$ cat config.mk
export PLATFORM = sky130hd
export DESIGN_NAME = motion_update_broadcaster
export DESIGN_NICKNAME = d
export VERILOG_FILES = /design/src/rtl/motion_update_broadcaster.sv
export SDC_FILE = /design/constraint.sdc
export NUM_CORES = 1
export LEC_CHECK = 0
export CORE_MARGIN = 2
export CORE_UTILIZATION = 62
export DETAILED_ROUTE_END_ITERATION = 6
export DONT_BUFFER_PORTS = 1
export PLACE_DENSITY = 0.78
export SYNTH_ARGS = -nofsm -noshare
export SYNTH_HDL_FRONTEND = slang
export SYNTH_HIERARCHICAL = 1
export SYNTH_SLANG_ARGS = --single-unit
$ cat constraint.sdc
create_clock -name clk -period 2.25 [get_ports clk]
set_clock_uncertainty 0.05 [all_clocks]
set_input_delay 0.225 -clock clk [delete_from_list [all_inputs] [get_ports clk]]
set_output_delay 0.225 -clock clk [all_outputs]
set_load 0.05 [all_outputs]
$ cat src/rtl/motion_update_broadcaster.sv
// Motion-update transmitter: sweeps every cell of the position caches and broadcasts each
// particle with its destination cell. Define MU_BROADCAST_PERIODIC_WRAP_EN for periodic wrap.

module mu_axis_dst #(
    parameter int DATA_WIDTH    = 32,
    parameter int CELL_ID_WIDTH = 4,
    parameter int CELL_NUM      = 3
) (
    input  logic [DATA_WIDTH-1:0]    pos_i,
    output logic [DATA_WIDTH-1:0]    pos_o,
    output logic [CELL_ID_WIDTH-1:0] cell_o,
    output logic                     ok_o
);
    logic [CELL_ID_WIDTH-1:0] c;
    assign c = pos_i[DATA_WIDTH-1 -: CELL_ID_WIDTH];

    always_comb begin
        pos_o  = pos_i;
        cell_o = c;
        ok_o   = 1'b0;
        if (c != '0 && int'(c) <= CELL_NUM) begin
            ok_o = 1'b1;
        end
`ifdef MU_BROADCAST_PERIODIC_WRAP_EN
        // One cell past either face wraps to the opposite face.
        else if (c == '0) begin
            ok_o   = 1'b1;
            cell_o = CELL_ID_WIDTH'(CELL_NUM);
            pos_o[DATA_WIDTH-1 -: CELL_ID_WIDTH] = CELL_ID_WIDTH'(CELL_NUM);
        end else if (int'(c) == CELL_NUM + 1) begin
            ok_o   = 1'b1;
            cell_o = CELL_ID_WIDTH'(1);
            pos_o[DATA_WIDTH-1 -: CELL_ID_WIDTH] = CELL_ID_WIDTH'(1);
        end
`endif
    end
endmodule

module motion_update_broadcaster #(
    parameter int DATA_WIDTH    = 32,
    parameter int ADDR_WIDTH    = 8,
    parameter int CELL_ID_WIDTH = 4,
    parameter int PARTICLE_NUM  = 220,
    parameter int CELL_NUM_X    = 3,
    parameter int CELL_NUM_Y    = 3,
    parameter int CELL_NUM_Z    = 3
) (
    input  logic                       clk,
    input  logic                       rst_n,
    input  logic                       in_start,
    output logic [3*CELL_ID_WIDTH-1:0] out_rd_cell,
    output logic [ADDR_WIDTH-1:0]      out_rd_address,
    output logic                       out_rden,
    input  logic [3*DATA_WIDTH-1:0]    in_rd_data,
    output logic                       out_motion_update_enable,
    output logic [3*DATA_WIDTH-1:0]    out_data,
    output logic [3*CELL_ID_WIDTH-1:0] out_data_dst_cell,
    output logic                       out_data_valid,
    output logic                       out_busy,
    output logic                       out_done,
    output logic                       out_error
);
    localparam int CW = CELL_ID_WIDTH;
    localparam int DW = DATA_WIDTH;

    typedef enum logic [2:0] {IDLE, RD_CNT, WAIT_CNT, STREAM, DRAIN, COOLDOWN, DONE} state_e;

    state_e          state_q, state_d;
    logic [CW-1:0]   cx_q, cy_q, cz_q, cx_d, cy_d, cz_d;
    logic [CW-1:0]   nx, ny, nz;
    logic [ADDR_WIDTH-1:0] addr_q, addr_d, cnt_q, cnt_d;
    logic [ADDR_WIDTH-1:0] rd_raw, rd_cnt;
    logic [1:0]      tmr_q, tmr_d;
    logic            err_q, err_d, clamp_set, clr_err, drop_set, last_cell, rd_ovf;
    logic [1:0]      vld_pipe_q;
    logic [3*DW-1:0] data_q;
    logic [3*CW-1:0] dst_q;

    logic [2:0][DW-1:0] pos_in, pos_wr;
    logic [2:0][CW-1:0] ax_cell;
    logic [2:0]         ax_ok;

    // Axis 0 is x, matching the {posz,posy,posx} packing of the cache word.
    assign pos_in = in_rd_data;
    for (genvar g = 0; g < 3; g++) begin : g_axis
        localparam int N = (g == 0) ? CELL_NUM_X : (g == 1) ? CELL_NUM_Y : CELL_NUM_Z;
        mu_axis_dst #(.DATA_WIDTH(DW), .CELL_ID_WIDTH(CW), .CELL_NUM(N)) u_axis (
            .pos_i(pos_in[g]), .pos_o(pos_wr[g]), .cell_o(ax_cell[g]), .ok_o(ax_ok[g])
        );
    end

    assign rd_raw    = in_rd_data[ADDR_WIDTH-1:0];
    assign rd_ovf    = rd_raw > ADDR_WIDTH'(PARTICLE_NUM - 1);
    assign rd_cnt    = rd_ovf ? ADDR_WIDTH'(PARTICLE_NUM - 1) : rd_raw;
    assign last_cell = (cx_q == CW'(CELL_NUM_X)) && (cy_q == CW'(CELL_NUM_Y)) &&
                       (cz_q == CW'(CELL_NUM_Z));

    always_comb begin
        nx = cx_q;
        ny = cy_q;
        nz = cz_q + 1'b1;
        if (cz_q == CW'(CELL_NUM_Z)) begin
            nz = CW'(1);
            ny = cy_q + 1'b1;
            if (cy_q == CW'(CELL_NUM_Y)) begin
                ny = CW'(1);
                nx = cx_q + 1'b1;
            end
        end
    end

    always_ff @(posedge clk or negedge rst_n) begin
        if (!rst_n) begin
            state_q <= IDLE;
            cx_q    <= CW'(1);
            cy_q    <= CW'(1);
            cz_q    <= CW'(1);
            addr_q  <= '0;
            cnt_q   <= '0;
            tmr_q   <= '0;
            err_q   <= 1'b0;
        end else begin
            state_q <= state_d;
            cx_q    <= cx_d;
            cy_q    <= cy_d;
            cz_q    <= cz_d;
            addr_q  <= addr_d;
            cnt_q   <= cnt_d;
            tmr_q   <= tmr_d;
            err_q   <= err_d;
        end
    end

    always_comb begin
        state_d   = state_q;
        cx_d      = cx_q;
        cy_d      = cy_q;
        cz_d      = cz_q;
        addr_d    = addr_q;
        cnt_d     = cnt_q;
        tmr_d     = tmr_q;
        clamp_set = 1'b0;
        clr_err   = 1'b0;
        case (state_q)
            IDLE: if (in_start) begin
                state_d = RD_CNT;
                cx_d    = CW'(1);
                cy_d    = CW'(1);
                cz_d    = CW'(1);
                clr_err = 1'b1;
            end
            RD_CNT: state_d = WAIT_CNT;
            WAIT_CNT: begin
                cnt_d     = rd_cnt;
                clamp_set = rd_ovf;
                if (rd_cnt == '0) begin
                    if (last_cell) begin
                        state_d = COOLDOWN;
                        tmr_d   = 2'd2;
                    end else begin
                        {cx_d, cy_d, cz_d} = {nx, ny, nz};
                        state_d = RD_CNT;
                    end
                end else begin
                    addr_d  = ADDR_WIDTH'(1);
                    state_d = STREAM;
                end
            end
            STREAM: if (addr_q == cnt_q) begin
                state_d = DRAIN;
                tmr_d   = 2'd1;
            end else begin
                addr_d = addr_q + 1'b1;
            end
            // Two drain cycles cover the memory and destination stages.
            DRAIN: if (tmr_q == '0) begin
                if (last_cell) begin
                    state_d = COOLDOWN;
                    tmr_d   = 2'd2;
                end else begin
                    {cx_d, cy_d, cz_d} = {nx, ny, nz};
                    state_d = RD_CNT;
                end
            end else begin
                tmr_d = tmr_q - 1'b1;
            end
            COOLDOWN: if (tmr_q == '0) state_d = DONE;
                      else tmr_d = tmr_q - 1'b1;
            DONE:    state_d = IDLE;
            default: state_d = IDLE;
        endcase
    end

    always_comb begin
        out_rden                 = (state_q == RD_CNT) || (state_q == STREAM);
        out_motion_update_enable = (state_q == RD_CNT) || (state_q == WAIT_CNT) ||
                                   (state_q == STREAM) || (state_q == DRAIN);
        out_busy       = state_q != IDLE;
        out_done       = state_q == DONE;
        out_rd_address = (state_q == STREAM) ? addr_q : '0;
        out_rd_cell    = out_motion_update_enable ? {cx_q, cy_q, cz_q} : '0;
    end

    assign drop_set = vld_pipe_q[0] & ~(&ax_ok);
    assign err_d    = clr_err ? 1'b0 : (err_q | clamp_set | drop_set);

    always_ff @(posedge clk or negedge rst_n) begin
        if (!rst_n) begin
            vld_pipe_q <= '0;
            data_q     <= '0;
            dst_q      <= '0;
        end else begin
            vld_pipe_q <= {vld_pipe_q[0] & (&ax_ok), state_q == STREAM};
            if (vld_pipe_q[0] && (&ax_ok)) begin
                data_q <= pos_wr;
                dst_q  <= {ax_cell[0], ax_cell[1], ax_cell[2]};
            end
        end
    end

    assign out_data          = data_q;
    assign out_data_dst_cell = dst_q;
    assign out_data_valid    = vld_pipe_q[1];
    assign out_error         = err_q;
endmodule

==> results.toml, run 1 <==
[timing]
finalHoldViolCount = 144
worst_slack_ns = 0.0639
drv_slew = 0
slew_headroom_pct = 26.6
period_minus_slack_ns = 2.19
clock.fmax_mhz = 457
setup_viol = 0
period_share_pct = 97.2
fin_hold_ws_ns = -0.542
tightest_slew_ns = 1.10
fin_tns_setup_ns = 0

[critical_path]
crit_fanout = 17
crit_required_ns = 1.98
critPathKind = "flop to output pin"
critPathLaunchType = "flop"
cp-end-kind = "output pin"
critPathArrivalTime_ns = 1.91

[floorplan]
die_area_um2 = 12400
fp-row-count = 39
io_pins = 233
die_w_um = 111
die_h_um = 111
start_util_pct = 62.9
core_um2 = 11300

[pwr]
power_density_nw_per_um2 = 1120
peakVddDrop_uv = 844
total_power_mw = 9.29
p_leak_nw = 4.26

[route]
ant_nets = 0
dr.pass1.iters = 6
drt_iter0_drc = 663
num_vias = 5753
finalWirelength_um = 18800
wl_per_cell_um = 19.3
via_per_inst = 5.91
drc_errors = 0

[clock_network]
root_buffer = "clkbuf_16"
cts_sinks = 144
cts_buffers = 17
path_clk_slew_ns = 0.06
cts_hold_buf = 97
htreeDepth = 4
clkLatencyLatePin_ns = 0.41
cts_tree = "done"
clockBufferDepth = 2

[cells_and_area]
nets = 928
finish.utilization_pct = 73.1
antenna_cells = 0
area_delta_synth_final_pct = 16.3
layout-drive-gt1-share_pct = 10.5

[worst_hold_path]
hp-class = "primary input to asynchronous set/reset pin"

[synth]
seq_area_frac_synth_pct = 50.7
async_reset_ff_share_pct = 100
syn-cell-area_um2 = 7120
yosys-top-cells-count = "335 x nand2_1, 141 x dfrtp_1, 108 x buf_4"
ys_types = 58
yosysWarnings = 6
synth_fp_nets = 924
synth.most_common_cell = "nand2_1"
synth_top_area_cell = "dfrtp_1"
syn_area_per_cell_um2 = 8.71
synth_top_area_share_pct = 49.6
ys_ff_latch = 144
synth_edf_count = 0
synth_area_leaders = "dfrtp_1 50%, nand2_1 18%, buf_4 11%"
synth_ff_type = "dfrtp_1"
syn_inst = 817

[flow_run]
cap_violations = 0

[global_routing]
grt_usage_pct = 30.7
first_global_vias = 5855
antenna_found_initial = 0
grt_pass1_wl_um = 30000
grt_max_degree = 145
grt_overflow_total = 0

[placed_design]
post-dp-hpwl_um = 10300
routabilityCongestion = 0.911
pre_cts_ws_ns = 0.0676
numPortBuffers = 0

[outcome]
outcome = "finished, violations left"
failed_checks = "negative hold slack"
[path summary, 6_finish.rpt]
path	from	slack, ns	to	cells after the start
worst max-delay path	state_q[2]$_DFFE_PN0P_	0.06	out_rd_cell[11]	3
worst min-delay path	rst_n	-0.54	out_data[45]$_DFFE_PN0P_	0
worst max register to register	cy_q[0]$_DFFE_PN1P_	0.09	cx_q[3]$_DFFE_PN0P_	6
worst min register to register	addr_q[7]$_DFFE_PN0P_	0.49	addr_q[7]$_DFFE_PN0P_	1
max in group asynchronous	rst_n	2.42	cx_q[0]$_DFFE_PN1P_	0
min in group clk	in_rd_data[63]	0.08	out_error$_DFF_PN0_	4
[flip-flops by register name, summed over array words and instances, names as in the netlist]
signal / count
out_error: 1
out_data: 96
addr_q: 8
state_q: 3
out_data_dst_cell: 12
cz_q: 4
cx_q: 4
vld_pipe_q: 2
cnt_q: 8
cy_q: 4
tmr_q: 2
[layer usage]
| metal | global-route usage [%] | routed length, um | vias up |
|---|---|---|---|
| met5 | 0 | 0 | - |
| li1 | - | - | 2512 |
| met3 | 8.20 | 1630 | 90 |
| met2 | 51.8 | 9630 | 383 |
| met1 | 35.4 | 6620 | 2768 |
| met4 | 17.6 | 915 | 0 |
[kinds of logic after synthesis]
family,count (synthesis),synth area share (%)
AO/OA/AOI/OAI,69,6.75
XOR/XNOR,11,1.35
adder cells (fa/ha/maj),8,1.41
buffers and inverters,153,13.8
flip-flops,144,50.7
multiplexers,2,0.316
AND/OR/NAND/NOR,430,25.7
[metrics by stage]
stage / cell area [um2] / hold slack [ns] / cells
global placement: 6700 / -0.118 / 845
CTS: 8230 / -0.555 / 971
detailed placement: 6700 / -0.118 / 845
floorplan: 7120 / -0.121 / 817
global route: 8280 / -0.556 / 974
finish: 8280 / -0.542 / 974
[worst max-delay path: stages (launching register included)]
cell,delay (ns)
dfrtp_1,0.55
or3_4,0.54
and3_1,0.24
buf_12,0.16
[cells in the final DEF (no fill, tap or decap), drive strengths merged, types with 3 or more instances in the layout]
master,instances
and3,15
dlygate4sd3,97
nor3b,4
a31oi,4
nand2,335
dfrtp,141
nor2,29
and2,10
inv,13
o31ai,4
o21ai,22
xnor2,9
buf,27
clkbuf,22
clkinv,5
nand4,4
o2111ai,4
nand3,9
dfstp,3
nor3,8
ha,8
a21oi,17
or3,4
[timing repair]
action	4_1_cts	5_1_grt
resized for setup	9	4
setup buffers	0	3
endpoints found under the setup margin	21	7
endpoints found under the hold margin	262	144
pin swaps	0	0
[report_power, final]
part	total (mW)	switching (mW)	internal, mW
sequential	4.02	1.06	2.96
combinational	2.59	1.49	1.10
clock	2.68	1.01	1.66
[area by class of cell]
cell class	count	area, um2
clock buffers	22	464
clock inverters	7	87.6
fillers	720	3040
inverters	14	53.8
multi-input cells	520	2560
flip-flops and latches	144	3610
well taps	143	179
repair buffers	124	1320
No activity file was read; power rests on OpenSTA's default activity.
==> run 2: changes to the inputs <==
--- a/config.mk
+++ b/config.mk
@@ -6,11 +6,9 @@
 export NUM_CORES = 1
 export LEC_CHECK = 0
 export CORE_MARGIN = 2
-export CORE_UTILIZATION = 62
+export CORE_UTILIZATION = 30
 export DETAILED_ROUTE_END_ITERATION = 6
 export DONT_BUFFER_PORTS = 1
-export PLACE_DENSITY = 0.78
 export SYNTH_ARGS = -nofsm -noshare
 export SYNTH_HDL_FRONTEND = slang
-export SYNTH_HIERARCHICAL = 1
 export SYNTH_SLANG_ARGS = --single-unit
==> results.toml, run 2 <==
[outcome]
outcome = "finished, violations left"
failed_checks = "negative hold slack"

[synth]
synth_ff_type = "dfrtp_1"
synth_top_area_share_pct = 54.0
async_reset_ff_share_pct = 100
synth.most_common_cell = "dfrtp_1"
yosys-top-cells-count = "129 x dfrtp_1, 70 x mux2_2, 30 x nor2_1"
ys_types = 50
synth_top_area_cell = "dfrtp_1"
seq_area_frac_synth_pct = 55.3
syn_area_per_cell_um2 = 12.6
ys_ff_latch = 132
synth_area_leaders = "dfrtp_1 54%, mux2_2 13%, mux2_4 5.8%"
synth_edf_count = 0
yosysWarnings = 0
syn-cell-area_um2 = 5980
synth_fp_nets = 583
syn_inst = 476

[timing]
tightest_slew_ns = 0.957
fin_tns_setup_ns = 0
rsz0062_at_grt = "yes"
period_minus_slack_ns = 2.17
fin_hold_ws_ns = -0.531
slew_headroom_pct = 36.2
drv_slew = 0
period_share_pct = 96.4
setup_viol = 0
clock.fmax_mhz = 461
finalHoldViolCount = 132

[global_routing]
first_global_vias = 4600
grt_max_degree = 133
grt_pass1_wl_um = 25000
grt_usage_pct = 14.9
antenna_found_initial = 0
grt_overflow_total = 0

[critical_path]
critPathArrivalTime_ns = 1.89
startpoint = "state_q[1]$_DFFE_PN0P_"
crit_fanout = 7
crit_required_ns = 1.98
cp_cell_sequence = "buf_4, o21a_1, nor2_4, and2_1, buf_12"
critPathKind = "flop to output pin"
critPathLaunchType = "flop"
cpMaxStageDelayCell = "dfrtp_2"
slowest_delay_ns = 0.45
rr_worst_depth = 6
rr_startpoint = "cz_q[0]$_DFFE_PN1P_"
cp-end-kind = "output pin"

[route]
ant_nets = 0
via_per_inst = 4.77
dr.pass1.iters = 4
wl_per_cell_um = 17.5
drc_errors = 0
num_vias = 4210
drt_iter0_drc = 207
finalWirelength_um = 15500

[clock_network]
cts_hold_buf = 92
post-cts-setup-buffers = 0
clkLatencyLatePin_ns = 0.41
root_buffer = "clkbuf_16"
cts_tree = "done"
path_clk_slew_ns = 0.06
htreeDepth = 4
cts_sinks = 132
cts_buffers = 17
clockBufferDepth = 2

[cells_and_area]
design_area_um2 = 8130
antenna_cells = 0
layout_commonest_cell = "dfrtp_1"
multi_input_area_um2 = 2450
largest_reg_flops = 95
seq_area_um2 = 3310
mostFrequentLayoutCells = "127 x dfrtp_1, 92 x dlygate4sd3_1, 70 x mux2_2"
layout-drive-gt1-share_pct = 30.5
nets = 711
instances_no_fill = 882
n_fill_cell = 1818
area_delta_synth_final_pct = 36.0

[worst_hold_path]
hp-class = "primary input to asynchronous set/reset pin"

[pwr]
p_sw_mw = 3.55
seqPwrFrac_pct = 40.3
clockPowerShare_pct = 29.1
switching_share_pct = 39.2
power_density_nw_per_um2 = 1110
intPower_mw = 5.51
peakVddDrop_uv = 505
combPwrFrac_pct = 30.5
p_leak_nw = 3.92

[floorplan]
fp-row-count = 51
core_um2 = 19500
die_area_um2 = 21100
io_pins = 233
start_util_pct = 30.6
die_h_um = 145
die_w_um = 145

[flow_run]
cap_violations = 0

[placed_design]
post-dp-hpwl_um = 10400
placed_cell_area_um2 = 6620
dp_cells = 757
routabilityCongestion = 0.809
numPortBuffers = 0
[run 2: changes by cell type after synthesis, sizes merged, moves of 5 or more]
cell / change
nand2: -316
buf: -93
mux2: +91
and2: +14
clkbuf: -14
and3: -13
dfrtp: -12
xnor2: -6
xor2: +6
mux2i: +5
[run 2: final timing paths]
check / endpoint / slack, ns
worst max-delay path: out_rd_cell[1] / 0.08
worst min register to register: out_data_dst_cell[3]$_DFFE_PN0P_ / 0.44
worst min-delay path: addr_q[0]$_DFFE_PN0P_ / -0.53
max in group asynchronous: cx_q[0]$_DFFE_PN1P_ / 2.47
worst max register to register: cy_q[0]$_DFFE_PN1P_ / 0.14
min in group clk: cnt_q[2]$_DFFE_PN0P_ / 0.12
[run 2: what timing repair did]
| item | 4_1_cts | 5_1_grt |
|---|---|---|
| hold endpoints to repair | 231 | 132 |
| endpoints found under the setup margin | 11 | 21 |
| gates cloned | 0 | 1 |
| resized for setup | 2 | 5 |
[run 2: final cells by class]
class,instances,share of cell area (%)
sequential,132,40.7
multi-input combinational,299,30.2
timing repair buffer,140,17.5
clock buffer,22,5.71
tap,265,4.08
clock inverter,10,1.20
inverter,14,0.646
[run 2: kinds of logic after synthesis]
logic type / Yosys count / synth area share, %
AO/OA/AOI/OAI: 66 / 6.93
AND/OR/NAND/NOR: 115 / 10.3
multiplexers: 98 / 19.8
XOR/XNOR: 11 / 1.61
flip-flops: 132 / 55.3
buffers and inverters: 46 / 4.31
adder cells (fa/ha/maj): 8 / 1.67
[run 2: metal layers]
| metal | wire (um) | global-route usage [%] |
|---|---|---|
| met4 | 194 | 5.05 |
| met1 | 6180 | 17.1 |
| met3 | 1190 | 5.94 |
| met2 | 7910 | 25.5 |
| met5 | 0 | 0 |
[run 2: through the flow]
step	utilization, %	setup slack [ns]	hold slack (ns)	total power, mW
6_report	41.6	0.0817	-0.531	9.06
5_1_grt	41.6	-0.0208	-0.563	9.54
3_5_place_dp	33.9	0.0422	-0.111	6.23
4_1_cts	41.5	0.00621	-0.557	9.06
3_3_place_gp	33.9	0.0245	-0.112	6.14
2_1_floorplan	-	0.117	-0.121	5.28
[run 2: power by group through the flow]
stage | Combinational, mW | Sequential (mW) | Clock [mW]
3_5_place_dp | 2.56 | 3.68 | 0
6_report | 2.77 | 3.65 | 2.64
4_1_cts | 2.72 | 3.64 | 2.71
2_1_floorplan | 1.78 | 3.50 | 0
3_3_place_gp | 2.47 | 3.67 | 0
5_1_grt | 2.99 | 3.70 | 2.84
[run 2: critical path, delay by kind of cell, from the launching register on]
kind	cells	cell delay, ns
compound gates	1	0.29
buf+inv	2	0.33
flops	1	0.45
simple gates	2	0.41
